$ cat src/rtl/conv_enc_if.sv
// Byte-in / symbol-out stream bundle for conv_encoder_k3.
// The slave modport is the encoder's view; master is the view of whatever drives it.
interface conv_enc_if;
  logic [7:0] in_data;
  logic       in_valid;
  logic       in_ready;
  logic [1:0] encoded_bits;
  logic       out_valid;
  logic       out_ready;
  logic       out_frame_start;
  logic       out_frame_end;

  modport slave (
    input  in_data, in_valid, out_ready,
    output in_ready, encoded_bits, out_valid, out_frame_start, out_frame_end
  );

  modport master (
    output in_data, in_valid, out_ready,
    input  in_ready, encoded_bits, out_valid, out_frame_start, out_frame_end
  );
endinterface

$ cat src/rtl/conv_encoder_k3.sv
// Rate-1/2 K=3 convolutional encoder (g0=111, g1=101): serializes bytes MSB first into framed symbols.
// Define CONV_ENC_TAIL_FLUSH_EN to end each frame with two zero-input symbols that flush the state to 00.
module conv_encoder_k3 #(
  parameter int unsigned FRAME_BYTES = 4
) (
  input  logic        clk,
  input  logic        rst,
  conv_enc_if.slave   bus
);

`ifdef CONV_ENC_TAIL_FLUSH_EN
  typedef enum logic [1:0] {ST_IDLE = 2'd0, ST_SHIFT = 2'd1, ST_TAIL = 2'd2} state_e;
`else
  typedef enum logic [1:0] {ST_IDLE = 2'd0, ST_SHIFT = 2'd1} state_e;
`endif

  localparam logic [7:0] LAST_BYTE = 8'(FRAME_BYTES - 1);

  // s = {older bit, newer bit}
  function automatic logic [1:0] enc_sym(input logic u, input logic [1:0] s);
    return {u ^ s[1] ^ s[0], u ^ s[1]};
  endfunction

  state_e     state_q, state_d;
  logic [6:0] byte_q, byte_d;
  logic [2:0] bit_cnt_q, bit_cnt_d;
  logic [7:0] byte_cnt_q, byte_cnt_d;
  logic [1:0] s_q, s_d;
  logic [1:0] sym_q, sym_d;
  logic       valid_q, valid_d;
  logic       fs_q, fs_d;
  logic       fe_q, fe_d;
`ifdef CONV_ENC_TAIL_FLUSH_EN
  logic       tail_cnt_q, tail_cnt_d;
`endif

  logic slot_free_s, in_ready_s, accept_s, load_s, u_s, last_byte_s;

  assign slot_free_s = !valid_q || bus.out_ready;
  assign in_ready_s  = (state_q == ST_IDLE) && slot_free_s && !rst;
  assign accept_s    = bus.in_valid && in_ready_s;
  assign last_byte_s = (byte_cnt_q == LAST_BYTE);

  assign bus.in_ready        = in_ready_s;
  assign bus.encoded_bits    = sym_q;
  assign bus.out_valid       = valid_q;
  assign bus.out_frame_start = fs_q;
  assign bus.out_frame_end   = fe_q;

  // Next-state, symbol selection and output-register load
  always_comb begin
    state_d    = state_q;
    byte_d     = byte_q;
    bit_cnt_d  = bit_cnt_q;
    byte_cnt_d = byte_cnt_q;
    s_d        = s_q;
    sym_d      = sym_q;
    valid_d    = valid_q;
    fs_d       = fs_q;
    fe_d       = fe_q;
`ifdef CONV_ENC_TAIL_FLUSH_EN
    tail_cnt_d = tail_cnt_q;
`endif
    load_s     = 1'b0;
    u_s        = 1'b0;

    case (state_q)
      ST_IDLE: begin
        if (accept_s) begin
          load_s    = 1'b1;
          u_s       = bus.in_data[7];
          byte_d    = bus.in_data[6:0];
          bit_cnt_d = 3'd6;
          fs_d      = (byte_cnt_q == 8'd0);
          fe_d      = 1'b0;
          state_d   = ST_SHIFT;
        end else begin
          load_s = 1'b0;
        end
      end
      ST_SHIFT: begin
        if (slot_free_s) begin
          load_s = 1'b1;
          u_s    = byte_q[bit_cnt_q];
          fs_d   = 1'b0;
          if (bit_cnt_q == 3'd0) begin
            byte_cnt_d = last_byte_s ? 8'd0 : byte_cnt_q + 8'd1;
`ifdef CONV_ENC_TAIL_FLUSH_EN
            fe_d    = 1'b0;
            state_d = last_byte_s ? ST_TAIL : ST_IDLE;
`else
            fe_d    = last_byte_s;
            state_d = ST_IDLE;
`endif
          end else begin
            bit_cnt_d = bit_cnt_q - 3'd1;
            fe_d      = 1'b0;
          end
        end else begin
          load_s = 1'b0;
        end
      end
`ifdef CONV_ENC_TAIL_FLUSH_EN
      ST_TAIL: begin
        if (slot_free_s) begin
          load_s = 1'b1;
          u_s    = 1'b0;
          fs_d   = 1'b0;
          fe_d   = tail_cnt_q;
          if (tail_cnt_q) begin
            tail_cnt_d = 1'b0;
            state_d    = ST_IDLE;
          end else begin
            tail_cnt_d = 1'b1;
          end
        end else begin
          load_s = 1'b0;
        end
      end
`endif
      default: begin
        state_d = ST_IDLE;
      end
    endcase

    // A freed slot with nothing new to load drops the output
    if (load_s) begin
      sym_d   = enc_sym(u_s, s_q);
      s_d     = {s_q[0], u_s};
      valid_d = 1'b1;
    end else if (slot_free_s) begin
      valid_d = 1'b0;
      fs_d    = 1'b0;
      fe_d    = 1'b0;
    end else begin
      valid_d = valid_q;
    end
  end

  // State and output registers with synchronous reset
  always_ff @(posedge clk) begin
    if (rst) begin
      state_q    <= ST_IDLE;
      byte_q     <= 7'd0;
      bit_cnt_q  <= 3'd0;
      byte_cnt_q <= 8'd0;
      s_q        <= 2'b00;
      sym_q      <= 2'b00;
      valid_q    <= 1'b0;
      fs_q       <= 1'b0;
      fe_q       <= 1'b0;
`ifdef CONV_ENC_TAIL_FLUSH_EN
      tail_cnt_q <= 1'b0;
`endif
    end else begin
      state_q    <= state_d;
      byte_q     <= byte_d;
      bit_cnt_q  <= bit_cnt_d;
      byte_cnt_q <= byte_cnt_d;
      s_q        <= s_d;
      sym_q      <= sym_d;
      valid_q    <= valid_d;
      fs_q       <= fs_d;
      fe_q       <= fe_d;
`ifdef CONV_ENC_TAIL_FLUSH_EN
      tail_cnt_q <= tail_cnt_d;
`endif
    end
  end

endmodule
$ cat src/flat_wrapper.sv
// flat-port wrapper written by rule: the top's interface ports become plain ports
module conv_encoder_k3_flat 
#(
  parameter int unsigned FRAME_BYTES = 4
)
  (clk, rst, bus_in_data, bus_in_valid, bus_out_ready, bus_in_ready, bus_encoded_bits, bus_out_valid, bus_out_frame_start, bus_out_frame_end);
  conv_enc_if bus_i ();
  input  logic clk;
  input  logic rst;
  input wire logic [$bits(bus_i.in_data)-1:0] bus_in_data;
  input wire logic [$bits(bus_i.in_valid)-1:0] bus_in_valid;
  input wire logic [$bits(bus_i.out_ready)-1:0] bus_out_ready;
  output wire logic [$bits(bus_i.in_ready)-1:0] bus_in_ready;
  output wire logic [$bits(bus_i.encoded_bits)-1:0] bus_encoded_bits;
  output wire logic [$bits(bus_i.out_valid)-1:0] bus_out_valid;
  output wire logic [$bits(bus_i.out_frame_start)-1:0] bus_out_frame_start;
  output wire logic [$bits(bus_i.out_frame_end)-1:0] bus_out_frame_end;
  assign bus_i.in_data = bus_in_data;
  assign bus_i.in_valid = bus_in_valid;
  assign bus_i.out_ready = bus_out_ready;
  assign bus_in_ready = bus_i.in_ready;
  assign bus_encoded_bits = bus_i.encoded_bits;
  assign bus_out_valid = bus_i.out_valid;
  assign bus_out_frame_start = bus_i.out_frame_start;
  assign bus_out_frame_end = bus_i.out_frame_end;
  conv_encoder_k3 #(.FRAME_BYTES(FRAME_BYTES)) u_core (.clk(clk), .rst(rst), .bus(bus_i));
endmodule
$ cat config.mk
export PLATFORM = sky130hd
export DESIGN_NAME = conv_encoder_k3_flat
export DESIGN_NICKNAME = d
export VERILOG_FILES = /design/src/rtl/conv_enc_if.sv /design/src/rtl/conv_encoder_k3.sv /design/src/flat_wrapper.sv
export SDC_FILE = /design/constraint.sdc
export NUM_CORES = 1
export LEC_CHECK = 0
export CELL_PAD_IN_SITES_DETAIL_PLACEMENT = 1
export CELL_PAD_IN_SITES_GLOBAL_PLACEMENT = 1
export CORE_MARGIN = 10
export CORE_UTILIZATION = 30
export CTS_CLUSTER_DIAMETER = 50
export DETAILED_ROUTE_END_ITERATION = 6
export PLACE_DENSITY_LB_ADDON = 0.1
export SKIP_LAST_GASP = 1
export SLEW_MARGIN = 20
export SYNTH_ARGS = -nofsm -noshare
export SYNTH_HDL_FRONTEND = slang
export SYNTH_SLANG_ARGS = --single-unit
$ cat constraint.sdc
create_clock -name clk -period 3.25 [get_ports clk]
set_input_delay 0.8125 -clock clk [delete_from_list [all_inputs] [get_ports clk]]
set_output_delay 0.8125 -clock clk [all_outputs]
set_load 0.01 [all_outputs]
## After elaboration in Yosys (flattened, before gate mapping)

Index checks and enable logic that the tools add are counted.

- Output and inout bits: 6
- Register bits: 27
- Logic and storage cells: 65

- Bitwise logic cells: 2
- Equality and inequality tests: 6
- $lt $le $gt $ge: 1
- Muxes and demuxes: 30
- Reduce and logical (&&, ||, !) cells: 15
- $add $sub $neg: 2

Operators with widths:

| operator | count |
|---|---|
| two-way mux 1 bit | 16 |
| two-way mux 3 bit | 3 |
| adder 8 x 1 -> 8 bit (second input constant) | 1 |
| == test 8 x 2 -> 1 bit (second input constant) | 1 |
| zero test 8 bit | 1 |
| two-way mux 8 bit | 1 |
| case mux 1 bit (2 select lines) | 4 |
| two-way mux 2 bit | 3 |
| != test 2 x 1 -> 1 bit (second input constant) | 3 |
| case mux 3 bit (2 select lines) | 1 |
| AND reduction 3 bit | 2 |
| < comparator 3 x 4 -> 1 bit (second input constant) | 1 |
| case mux 2 bit (2 select lines) | 1 |
| AND reduction 4 bit | 1 |
| nonzero test 2 bit | 2 |
| binary-select mux 1 bit (select 3 bit) | 1 |
| logical AND 1 bit | 3 |
| zero test 3 bit | 1 |
| subtractor 3 x 1 -> 3 bit (second input constant) | 1 |
| == test 2 x 1 -> 1 bit (second input constant) | 1 |
| zero test 1 bit | 2 |
| zero test 2 bit | 1 |
| != test 2 bit (second input constant) | 1 |
| AND reduction 2 bit | 1 |
| 2 further kinds | 3 |

## Logic depth before layout (Yosys ltp)

Gate-level depths: netlist of the first run.

- Word-level depth: 9
- Depth in mapped cells: 9
- Gate-level depth less buffers: 7

## Worst setup path before layout of the first run

Ideal clock, no wire load.

- Path type: input to output
- From: input port rst
- To: output port bus_in_ready
- Buffers on the path: 1
- Setup slack: 1.137 ns
- Stages: 2
- Arrival time: 1.301 ns
- Cell sequence: clkbuf_1 -> nor3_1

- Word-level cells in the longest chain between the ends: 2

RTL lines:

| what | line | text |
|---|---|---|
| start: declaration | flat_wrapper.sv:9 | `input logic rst;` |
| zero test 1 bit | conv_encoder_k3.sv:40 | `assign in_ready_s = (state_q == ST_IDLE) && slot_free_s && !rst;` |
| logical AND 1 bit | conv_encoder_k3.sv:40 |  |
| end: declaration | flat_wrapper.sv:13 | `output wire logic [$bits(bus_i.in_ready)-1:0] bus_in_ready;` |

No other way between the ends.

## Worst setup path after layout of the first run

- From: input port bus_out_ready
- To: output port bus_in_ready

- Word-level cells in the longest chain between the ends: 3

RTL lines:

| what | line | text |
|---|---|---|
| start: declaration | flat_wrapper.sv:12 | `input wire logic [$bits(bus_i.out_ready)-1:0] bus_out_ready;` |
| logical OR 1 bit | conv_encoder_k3.sv:39 | `assign slot_free_s = !valid_q \|\| bus.out_ready;` |
| logical AND 1 bit (2 in a row) | conv_encoder_k3.sv:40 |  |

No other way between the ends.

==> results.txt, run 1 <==
Clock network power share - 0.368
Routed wire per std cell - 14.2 µm
WHS - 0.473 ns
Combinational power share - 0.160
Max-Cap Viols - 0
Synth Flop Type - dfxtp_1
Num rows - 23
Final cycle utilization of the critical path - 0.873
Total Wirelength - 3050 µm
Worst Tran Pin Value - 0.315 ns
Crit Path Class - primary input to output port
CTS tree - done
Worst hold path type - flip-flop to flip-flop
Clock Skews - 0.00286 ns
DRT Pass-1 Iters - 4
Clk slew on worst S/H paths - 0.09 ns
Layout cells sized above 1 - 0.104
Cts hold-fix bufs - 0
Number of global-route vias before repair - 1100
Fillers - 488
NetSw - 187 µW
Overall fraction of global-route tracks in use - 0.0870
Area grow syn2layout - 22.9%
ANT nets after route - 0
Slew headroom - 0.790
Pins Over Slew Limit - 0
PwrDens - 478 mW/mm²
Sinks on Clock Net - 26
Run status - finished clean
GPL Wtd Cong - 0.712
Die width - 85.2 µm
DP Worst Slack - 0.418 ns
Crit-path max FO - 2
Die area - 0.00726 mm²
Flops & latches, synth - 26
Ys Warns - 0
Reg power frac - 0.472
Arrival @ worst endpoint - 2.02 ns
GR peak layer - met2
Post-CTS Setup Bufs - 0
Hold Crit Depth - 2
I/O Buffers - 17
RSZ-0062 raised after global routing - no
Worst skew pair latency - 0.28 ns
Core area - 0.00406 mm²
Syn Std Cell Area - 0.00128 mm²
Leakage Power - 0.000579 µW
Post-CTS sizing - 0
Die height - 85.2 µm
Global route overflow - 0
Final net count - 181
Starting density of the core - 0.315
Post-synth ARST share - 0
Setup_tns - 0 ns
Syn nets - 162
Diodes inserted - 0
Max Root-Sink Buffers - 2
Critical Path End Type - output port
Largest net degree at the start of global routing - 22
Top-level I/O count - 18
Fin worst setup slack - 0.413 ns
Avg Cell Area, Syn - 8.74 µm²
Commonest cells after routing, fill and taps aside - dfxtp_1 (26), clkdlybuf4s50_1 (17), nand2_1 (16)
Count of final hold-check violations - 0
Global-route wire length before repair - 5270 µm
Sequential area share after synthesis - 0.408
Pwr Total - 750 µW
Internal power - 563 µW
VDD IR-drop max - 0.196 mV
Synth cell types - 39
Post-DP HPWL - 2320 µm
Vias per cell - 4.88
H-tree depth - 1
Via Count - 1044
Mapped Cells - 146
GRT met1 Usage - 0.0931
Commonest non-fill, non-tap cell in the layout - dfxtp_1
EDFF count, synth - 0
GR Util met2 - 0.159
F_max - 0.352 GHz
Net Sw Frac - 0.249
TritonCTS Buffers - 3
Min cycle time layout - 2.84 ns
DRC viols - 0
DRT iter0 DRCs - 32
R2R cell count - 5
CTS Root Cell - clkbuf_8
Finish-stage setup viols - 0
Antenna violations before repair - 0
Met3 Track Usage GR - 0.0287
Critical Path RT - 2.44 ns
Setup crit start kind - primary input
final timing paths:
check	from	endpoint	slack (ns)
setup / recovery	bus_out_ready	bus_in_ready	0.41
hold / removal	u_core.bus.out_frame_end	u_core.bus.out_frame_end	0.47
setup reg to reg	u_core.byte_cnt_q[3]	u_core.byte_cnt_q[4]	1.57
hold reg to reg	u_core.bus.out_frame_end	u_core.bus.out_frame_end	0.47
critical path, stage by stage:
cell and delay (ns):
clkdlybuf4s50_1 0.45, nor2b_1 0.06, nor3_1 0.13, clkdlybuf4s50_1 0.57
synthesized netlist by cell type (2+ instances only):
cell	count	area (µm²)
a21oi_1	6	30.0
nor2_1	10	37.5
clkbuf_1	2	7.51
dfxtp_1	26	521
nand2_1	16	60.1
nand2b_1	9	56.3
buf_2	3	15.0
nor3_2	3	30.0
xnor2_1	4	35.0
nor3_1	4	20.0
xor2_1	5	43.8
mux2i_1	6	60.1
o21ai_0	9	45.0
ha_1	4	50.1
a21o_1	2	15.0
nand3_1	7	35.0
inv_1	7	26.3
nand4_1	2	12.5
state kept, by name, indices dropped and copies added (netlist names):
name                        cells
u_core.bus.out_frame_start      1
u_core.bus.encoded_bits         2
u_core.byte_q                   7
u_core.s_q                      2
u_core.byte_cnt_q               8
u_core.state_q                  1
u_core.bit_cnt_q                3
u_core.bus.out_valid            1
u_core.bus.out_frame_end        1
layer usage:
| metal | vias up | routed length (µm) |
|---|---|---|
| met5 | - | 0 |
| met4 | 0 | 19 |
| met3 | 3 | 78 |
| met2 | 7 | 1570 |
| met1 | 494 | 1380 |
| li1 | 540 | - |
cells by family after synthesis:
family / share of synthesized area
simple gates: 0.250
compound gates: 0.138
flops: 0.408
buf+inv: 0.0559
xor+xnor: 0.0618
mux: 0.0471
fa+ha+maj: 0.0392
metrics by stage:
step / util / instances / cell area [µm²]
after global placement: 0.369 / 210 / 1500
after CTS: 0.387 / 214 / 1570
after detailed placement: 0.369 / 210 / 1500
after global routing: 0.387 / 214 / 1570
final: 0.387 / 214 / 1570
after floorplan: - / 146 / 1280
final cells by class:
cell class	count	area (µm²)	share of cell area
clock buffers	3	41.3	0.0263
clock inverters	1	30.0	0.0191
inverters	8	30.0	0.0191
multi-input cells	105	684	0.436
flip-flops and latches	26	520	0.332
well taps	50	62.6	0.0399
repair buffers	21	200	0.128
power by group through the flow:
stage                     logic, µW  clock network, µW  registers (µW)
final                           120                276             354
after global placement          119                  0             361
after global routing            135                301             358
after CTS                       123                285             355
after detailed placement        122                  0             362
after floorplan                79.5                  0             357
Power figures use the tool's default switching activity.
==> run 2: changes to the inputs <==
--- a/config.mk
+++ b/config.mk
@@ -5,6 +5,7 @@
 export SDC_FILE = /design/constraint.sdc
 export NUM_CORES = 1
 export LEC_CHECK = 0
+export CAP_MARGIN = 25
 export CELL_PAD_IN_SITES_DETAIL_PLACEMENT = 1
 export CELL_PAD_IN_SITES_GLOBAL_PLACEMENT = 1
 export CORE_MARGIN = 10
@@ -12,6 +13,7 @@
 export CTS_CLUSTER_DIAMETER = 50
 export DETAILED_ROUTE_END_ITERATION = 6
 export PLACE_DENSITY_LB_ADDON = 0.1
+export REMOVE_ABC_BUFFERS = 1
 export SKIP_LAST_GASP = 1
 export SLEW_MARGIN = 20
 export SYNTH_ARGS = -nofsm -noshare
==> run 2 against run 1 <==
  * Cell count stayed put
  * Clock power is 24% lower
  * Combinational power hardly changed
  * Clock skew is 0.00062 ns lower
  * First-iteration DRC count is 16% higher
  * Highest routed layer is now met3
  * Routed wire length is 2.9% lower
  * Flip-flop and latch count stayed put
  * Utilization is 0.40 points lower
  * Fmax is 2.2% lower
  * Total power is 9.0% lower
==> results.txt, run 2 (synthesized netlist as in run 1, its figures left out) <==
DRT Pass-1 Iters - 4
Biggest regs - u_core.byte_cnt_q (8), u_core.byte_q (7), u_core.bit_cnt_q (3)
Global route overflow - 0
Hold Crit Depth - 2
Critical Path RT - 2.44 ns
Die height - 85.2 µm
Placed cell areas - 0.00150 mm²
Post-CTS Setup Bufs - 0
Die width - 85.2 µm
Global-route wire length before repair - 5290 µm
Reg-to-Reg End - u_core.byte_cnt_q[2]
WHS - 0.476 ns
Sinks on Clock Net - 26
Layout cells sized above 1 - 0.104
VDD IR-drop max - 0.268 mV
Count of final hold-check violations - 0
DRT iter0 DRCs - 37
CTS Root Cell - clkbuf_8
Critical Path End Type - output port
Min cycle time layout - 2.90 ns
Starting density of the core - 0.315
CTS tree - done
Max FFs per register - 8
Arrival @ worst endpoint - 2.09 ns
Cts hold-fix bufs - 0
ANT nets after route - 0
Worst reg2reg setup slack - 1.56 ns
Pwr Total - 682 µW
Via Count - 1045
TritonCTS Buffers - 3
Final net count - 181
Setup_tns - 0 ns
Run status - finished clean
Overall fraction of global-route tracks in use - 0.0853
Worst skew pair latency - 0.27 ns
Die area - 0.00726 mm²
Antenna violations before repair - 0
I/O Buffers - 17
Crit-path max FO - 2
Area of the multi-input gates - 684 µm²
Routed wire per std cell - 13.8 µm
Leakage Power - 0.000572 µW
Vias per cell - 4.88
Top-level I/O count - 18
Final cycle utilization of the critical path - 0.892
Commonest non-fill, non-tap cell in the layout - dfxtp_1
Crit Path Class - primary input to output port
Beginning of the worst hold path - u_core.byte_q[1]
Worst hold path type - flip-flop to flip-flop
Max-Cap Viols - 0
WHS Endpoint - u_core.byte_q[1]
Num rows - 23
H-tree depth - 1
Pins Over Slew Limit - 0
Total Wirelength - 2960 µm
FF+latch area - 520 µm²
Clk slew on worst S/H paths - 0.09 ns
Final core utilization - 0.383
RSZ-0062 raised after global routing - no
Setup crit start kind - primary input
Finish-stage setup viols - 0
Max Root-Sink Buffers - 2
R2R cell count - 5
Number of global-route vias before repair - 1172
R2r startpoint - u_core.byte_cnt_q[3]
Slew headroom - 0.785
Clock Skews - 0.00225 ns
Fillers - 477
GPL Wtd Cong - 0.743
Register name with the most flops - u_core.byte_cnt_q
Commonest cells after routing, fill and taps aside - dfxtp_1 (26), clkdlybuf4s50_1 (17), nand2_1 (16)
Diodes inserted - 0
Post-CTS sizing - 0
F_max - 0.345 GHz
Area grow syn2layout - 21.7%
DRC viols - 0
Largest net degree at the start of global routing - 22
Worst Tran Pin Value - 0.321 ns
Core area - 0.00406 mm²
PwrDens - 439 mW/mm²
Design area - 0.00155 mm²
Post-DP HPWL - 2300 µm
-- run 2: cell types whose count changed in the layout (fill, tap and decap cells not counted), sizes merged --
cell | before | now
bufinv | 1 | 0
clkbuf | 3 | 4
-- run 2: stage by stage --
step / instances / setup WS (ns)
detailed placement: 210 / 0.346
global placement: 210 / 0.371
finish: 214 / 0.350
CTS: 214 / 0.346
floorplan: 139 / 0.932
global route: 214 / 0.304
-- run 2: layout make-up --
type,count,share of cell area
well taps,50,0.0403
clock buffers,4,0.0355
inverters,8,0.0193
repair buffers,21,0.129
multi-input cells,105,0.441
flip-flops and latches,26,0.335
-- run 2: power by group --
| part | internal, µW | switching, µW |
|---|---|---|
| Combinational | 60.0 | 59.5 |
| Clock | 108 | 100 |
| Sequential | 338 | 16.6 |
-- run 2: worst max-delay path by stage --
stage / end / from / depth (start not counted)
after floorplan: bus_in_ready / bus_out_ready / 2
after global placement: bus_in_ready / rst / 3
after detailed placement: bus_in_ready / rst / 3
after CTS: bus_in_ready / rst / 3
after global routing: bus_in_ready / bus_out_ready / 4
final: bus_in_ready / rst / 3
-- run 2: critical path, cell delays in order --
cell	delay, ns
clkdlybuf4s50_1	0.47
nor3_1	0.22
clkdlybuf4s50_1	0.58
-- run 2: metal layers --
layer | global-route usage | vias to the layer above | share of wire
met3 | 0.0296 | 0 | 0.035
met4 | 0.0165 | 0 | 0
met2 | 0.151 | 12 | 0.51
li1 | - | 537 | -
met5 | 0 | - | 0
met1 | 0.0961 | 496 | 0.45
==> run 3: changes to the inputs <==
--- a/config.mk
+++ b/config.mk
@@ -14,6 +14,7 @@
 export DETAILED_ROUTE_END_ITERATION = 6
 export PLACE_DENSITY_LB_ADDON = 0.1
 export REMOVE_ABC_BUFFERS = 1
+export SKIP_CTS_REPAIR_TIMING = 1
 export SKIP_LAST_GASP = 1
 export SLEW_MARGIN = 20
 export SYNTH_ARGS = -nofsm -noshare
==> results of run 3 <==
The final DEF is identical to that of run 2; final timing and power are the same.
